--- config.mk ---
export PLATFORM = sky130hd
export DESIGN_NAME = multicycle_control
export DESIGN_NICKNAME = d
export VERILOG_FILES = /design/src/rtl/multicycle_control.sv
export SDC_FILE = /design/constraint.sdc
export NUM_CORES = 1
export LEC_CHECK = 0
export ABC_CLOCK_PERIOD_IN_PS = 2300
export CAP_MARGIN = 10
export CORE_MARGIN = 1
export CORE_UTILIZATION = 45
export DETAILED_ROUTE_END_ITERATION = 10
export HOLD_SLACK_MARGIN = 0.08
export PLACE_DENSITY = 0.75
export SETUP_SLACK_MARGIN = 0.02
export SYNTH_ARGS = -nofsm -noshare
export SYNTH_HDL_FRONTEND = slang
export SYNTH_SLANG_ARGS = --single-unit
--- constraint.sdc ---
create_clock -name clk -period 2.3 [get_ports clk]
set_input_delay 0.575 -clock clk [delete_from_list [all_inputs] [get_ports clk]]
set_output_delay 0.575 -clock clk [all_outputs]
set_load 0.005 [all_outputs]
--- src/rtl/multicycle_control.sv ---
// Multi-cycle CPU control unit: FETCH/DECODE/EXEC/MEM/WB sequencing with a memory ready handshake,
// datapath strobes, a sticky illegal-opcode trap and a retired-instruction counter.
//
// state  | meaning
// FETCH  | request instruction, load IR and PC+1 on mem_ready
// DECODE | latch opcode; JMP retires here, illegal opcodes trap
// EXEC   | ALU operation; BEQ retires here
// MEM    | data memory access, held until mem_ready
// WB     | register file writeback, instruction retires
// TRAP   | illegal opcode seen, all strobes idle until rst
module multicycle_control #(
    parameter int OPCODE_W = 4,
    parameter int ALU_OP_W = 2,
    parameter int RETIRE_W = 16
) (
    input  logic                clk,
    input  logic                rst,
    input  logic [OPCODE_W-1:0] opcode,
    input  logic                zero,
    input  logic                mem_ready,
    output logic [2:0]          state_o,
    output logic                imem_req,
    output logic                ir_write,
    output logic                pc_write,
    output logic [1:0]          pc_src,
    output logic                dmem_req,
    output logic                dmem_we,
    output logic                reg_write,
    output logic                mem_to_reg,
    output logic                reg_dst,
    output logic                alu_src,
    output logic [ALU_OP_W-1:0] alu_op,
    output logic                instr_done,
    output logic                illegal,
    output logic [RETIRE_W-1:0] retire_count
);

    typedef enum logic [2:0] {
        S_FETCH  = 3'd0,
        S_DECODE = 3'd1,
        S_EXEC   = 3'd2,
        S_MEM    = 3'd3,
        S_WB     = 3'd4,
        S_TRAP   = 3'd5
    } state_t;

    localparam logic [OPCODE_W-1:0] OP_OR  = OPCODE_W'(3);
    localparam logic [OPCODE_W-1:0] OP_LW  = OPCODE_W'(4);
    localparam logic [OPCODE_W-1:0] OP_SW  = OPCODE_W'(5);
    localparam logic [OPCODE_W-1:0] OP_BEQ = OPCODE_W'(6);
    localparam logic [OPCODE_W-1:0] OP_JMP = OPCODE_W'(7);

    state_t                state_q, state_d;
    logic [OPCODE_W-1:0]   opc_q, opc_d;
    logic                  illegal_q, illegal_d;
    logic [RETIRE_W-1:0]   retire_q;

    logic is_rtype, is_lw, is_sw, is_beq;

    assign is_rtype = (opc_q <= OP_OR);
    assign is_lw    = (opc_q == OP_LW);
    assign is_sw    = (opc_q == OP_SW);
    assign is_beq   = (opc_q == OP_BEQ);

    always_ff @(posedge clk) begin
        if (rst) begin
            state_q   <= S_FETCH;
            opc_q     <= '0;
            illegal_q <= 1'b0;
            retire_q  <= '0;
        end else begin
            state_q   <= state_d;
            opc_q     <= opc_d;
            illegal_q <= illegal_d;
            if (instr_done) retire_q <= retire_q + 1'b1;
        end
    end

    always_comb begin
        state_d    = state_q;
        opc_d      = opc_q;
        illegal_d  = illegal_q;
        imem_req   = 1'b0;
        ir_write   = 1'b0;
        pc_write   = 1'b0;
        pc_src     = 2'b00;
        dmem_req   = 1'b0;
        dmem_we    = 1'b0;
        reg_write  = 1'b0;
        mem_to_reg = 1'b0;
        reg_dst    = 1'b0;
        alu_src    = 1'b0;
        alu_op     = '0;
        instr_done = 1'b0;
        // Strobes are suppressed while rst is high so an aborted instruction never retires or writes.
        if (!rst) begin
            case (state_q)
                S_FETCH: begin
                    imem_req = 1'b1;
                    if (mem_ready) begin
                        ir_write = 1'b1;
                        pc_write = 1'b1;
                        state_d  = S_DECODE;
                    end
                end
                S_DECODE: begin
                    opc_d = opcode;
                    if (opcode > OP_JMP) begin
                        state_d   = S_TRAP;
                        illegal_d = 1'b1;
                    end else if (opcode == OP_JMP) begin
                        pc_write   = 1'b1;
                        pc_src     = 2'b10;
                        instr_done = 1'b1;
                        state_d    = S_FETCH;
                    end else begin
                        state_d = S_EXEC;
                    end
                end
                S_EXEC: begin
                    if (is_rtype) begin
                        alu_op[1:0] = opc_q[1:0];
                        reg_dst     = 1'b1;
                        state_d     = S_WB;
                    end else if (is_lw || is_sw) begin
                        alu_src = 1'b1;
                        state_d = S_MEM;
                    end else if (is_beq) begin
                        alu_op[1:0] = 2'b01;
                        pc_write    = zero;
                        pc_src      = 2'b01;
                        instr_done  = 1'b1;
                        state_d     = S_FETCH;
                    end else begin
                        state_d = S_FETCH;
                    end
                end
                S_MEM: begin
                    dmem_req = 1'b1;
                    dmem_we  = is_sw;
                    alu_src  = 1'b1;
                    if (mem_ready) begin
                        if (is_sw) begin
                            instr_done = 1'b1;
                            state_d    = S_FETCH;
                        end else begin
                            state_d = S_WB;
                        end
                    end
                end
                S_WB: begin
                    reg_write  = 1'b1;
                    mem_to_reg = is_lw;
                    reg_dst    = is_rtype;
                    instr_done = 1'b1;
                    state_d    = S_FETCH;
                end
                S_TRAP: begin
                    state_d = S_TRAP;
                end
                default: begin
                    state_d = S_FETCH;
                end
            endcase
        end
    end

    assign state_o      = state_q;
    assign illegal      = illegal_q & ~rst;
    assign retire_count = retire_q;

endmodule

==> metrics.txt <==
status=complete, no violations; r2r setup slk=between 300 and 400 ps; die area=~3700 um2; Worst Path Max Fanout=4; CP Launch Type=input port; global-route wire length before repair=between 6000 and 7000 um; Avg WL per Cell=14.4 um; DRC violations left=0; antenna violations before repair=0; GRT Util Overall=0.246; Core Util, Final=0.685; crit share post-route=0.963; unrepaired setup endpoints after global routing=no; Top FF cell, synth=dfxtp_1; data required time of the worst path=approximately 1700 ps; Final setup viols=0; Pwr Total=0.00110 W; min cycle time layout=between 2000 and 2500 ps; clock sinks=24; critical path startpoint=opcode[3]; crit path cell chain=dlygate4sd2_1 -> nand4b_4 -> buf_4 -> o22ai_1 -> and2_1 -> clkdlybuf4s15_1; PD cells=between 400 and 500 nW/um2; core area=roughly 3300 um2; syn nets=between 200 and 250; Clock Power Share=0.292; Placement Setup Slack=-514 ps; port bufs=41; Vias/cell=~5.6; setup_tns=0 ps; register area share after synthesis=0.307; Via Count=roughly 1700; startpoint of the lowest-slack hold path=illegal_q; Mapped Area=between 1500 and 2000 um2; P_sw=around 0.00033 W; Leak=between 0.9 and 1 nW; Worst Hold Class=flop to flop; DRT Pass-1 Iters=4; clk_lat worst skew=~330 ps; max-slew violations=0; Die W=roughly 61 um; row count=21; syn_area_per_cell=just under 8 um2; critical setup path kind=input port to output pin; cts bufs inserted=3; fill count=between 200 and 300; antenna cells=0; post-route setup slack=~86 ps; drt initial violations=57; clk slew on worst S/H paths=150 ps; internal power=0.000763 W; Rel. slew slack=0.735; layout cells sized above 1=0.261; I/O pin count=42; share of the synthesized area in the top cell type=0.307; Routed Antenna Nets=0; Area contributors post-synth=dfxtp_1 31%, nor2b_1 7.6%, mux2_1 7.2%; cells on worst reg2reg path=6; worst-case clock buffer depth=2; CP max stage delay=between 200 and 300 ps; Synth cell types=38; Setup Skew=about 6.8 ps; hold path cells=2; CTS tree=built; number of max-cap violations=0; die span in y=about 61 um; Root Buffer=clkbuf_4; Hold Crit Endpoint=illegal_q; Worst Path Arrival=roughly 1600 ps; Reg-to-Reg Start=state_o[0]; hpwl dp=between 2000 and 3000 um; Final Wtd Congestion=a little over 0.9; grt ovf=0; Post-synth EDFFs=0; yosys synthesis warning count=0; Seq pwr share=0.421; async set-reset flop share out of synthesis=0; most common cell in the netlist=nor2_1; Initial Util=0.468; CP max-delay cell=dlygate4sd2_1; CTS H-Tree Depth=1; Net Sw Frac=0.304; Final Hold Fails=0; FMAX=~450 MHz; Crit. End Element=output pin; P&R area growth vs syn=46.2%; Final #Nets=between 200 and 300; post-synthesis cell count=approximately 200; Synth Register Bits=24; commonest cells in the synthesized netlist=26 x nor2_1, 24 x dfxtp_1, 19 x nor2b_1; Worst Tran Pin Value=just under 400 ps; combinational share of power=0.287; drt total wl=roughly 4300 um; number of global-route vias before repair=between 1000 and 1500; post-synth top area cell=dfxtp_1; VDD IR max=around 0.27 mV; Fin Hold WS=between 400 and 500 ps; worst reg2reg endpoint=retire_count[14]; pin count of the biggest net entering global routing=21
## registers in the layout (all words and copies together) (netlist names)
register,count
opc_q,4
retire_count,16
state_o,3
illegal_q,1
## through the flow
step                std cells  cell area (um2)
finish                    299             2280
detailed placement        288             2090
floorplan                 197             1560
global route              299             2280
global placement          288             2090
CTS                       298             2260
## final cells by class
type / count / area, um2 / area share
well taps: 46 / 57.6 / 0.0252
clock inverters: 1 / 30.0 / 0.0131
inverters: 3 / 11.3 / 0.00493
flip-flops and latches: 24 / 492 / 0.215
clock buffers: 3 / 22.5 / 0.00986
repair buffers: 67 / 587 / 0.257
multi-input cells: 155 / 1080 / 0.475
## cells by family after synthesis
group,share of synthesized area
simple gates,0.323
compound gates,0.201
flops,0.307
buf+inv,0.0592
mux,0.101
fa+ha+maj,0.00801
## routing by layer
layer  wire length, um  part of all wire  global-route usage
met5                 0                 0                   0
met4                89             0.021              0.0682
met3               161             0.037              0.0341
met2              2150              0.50               0.430
met1              1900              0.44               0.317
## worst max path at each step
stage	to	slack (ps)	cells after the start
2_1_floorplan	instr_done	200	5
3_3_place_gp	instr_done	-490	5
3_5_place_dp	instr_done	-510	5
4_1_cts	alu_src	40	5
5_1_grt	alu_op[0]	20	4
6_report	pc_write	90	6
## worst max-delay path, delay by kind of cell
kind | cells | cell delay (ps)
compound gates | 1 | 140
simple gates | 2 | 300
buf+inv | 3 | 610
## power by group through the flow
stage               Sequential (W)  Clock [W]  Combinational (W)
floorplan                 0.000458          0           0.000150
global placement          0.000470          0           0.000253
detailed placement        0.000471          0           0.000254
CTS                       0.000458   0.000325           0.000296
global route              0.000464   0.000343           0.000341
finish                    0.000461   0.000321           0.000314
## cells in the final DEF (no fill, tap or decap), types with 3 or more instances in the layout
cell / Yosys / routed
nor2_1: 26 / 22
a211oi_1: 5 / 5
nor2_2: 0 / 3
mux2_1: 10 / 10
a21oi_2: 7 / 8
o21ai_0: 9 / 9
dfxtp_1: 24 / 19
clkbuf_4: 0 / 3
dlygate4sd2_1: 0 / 17
nand2b_1: 4 / 3
nor3_1: 6 / 4
nand2_1: 15 / 14
buf_4: 0 / 25
nand4_1: 5 / 5
nor2b_1: 19 / 17
dfxtp_2: 0 / 3
mux2_2: 4 / 4
a21oi_1: 13 / 12
inv_1: 3 / 3
nand3_1: 6 / 6
clkdlybuf4s50_1: 0 / 20
and2_1: 4 / 4
## repair_timing
item / CTS / global route
pin swaps: 5 / 1
setup endpoints to repair: 15 / 5
hold buffers: 0 / 0
setup buffers: 6 / 1
endpoints found under the hold margin: 0 / 0
gates resized for setup: 46 / 9
No activity file was read; power rests on OpenSTA's default activity.
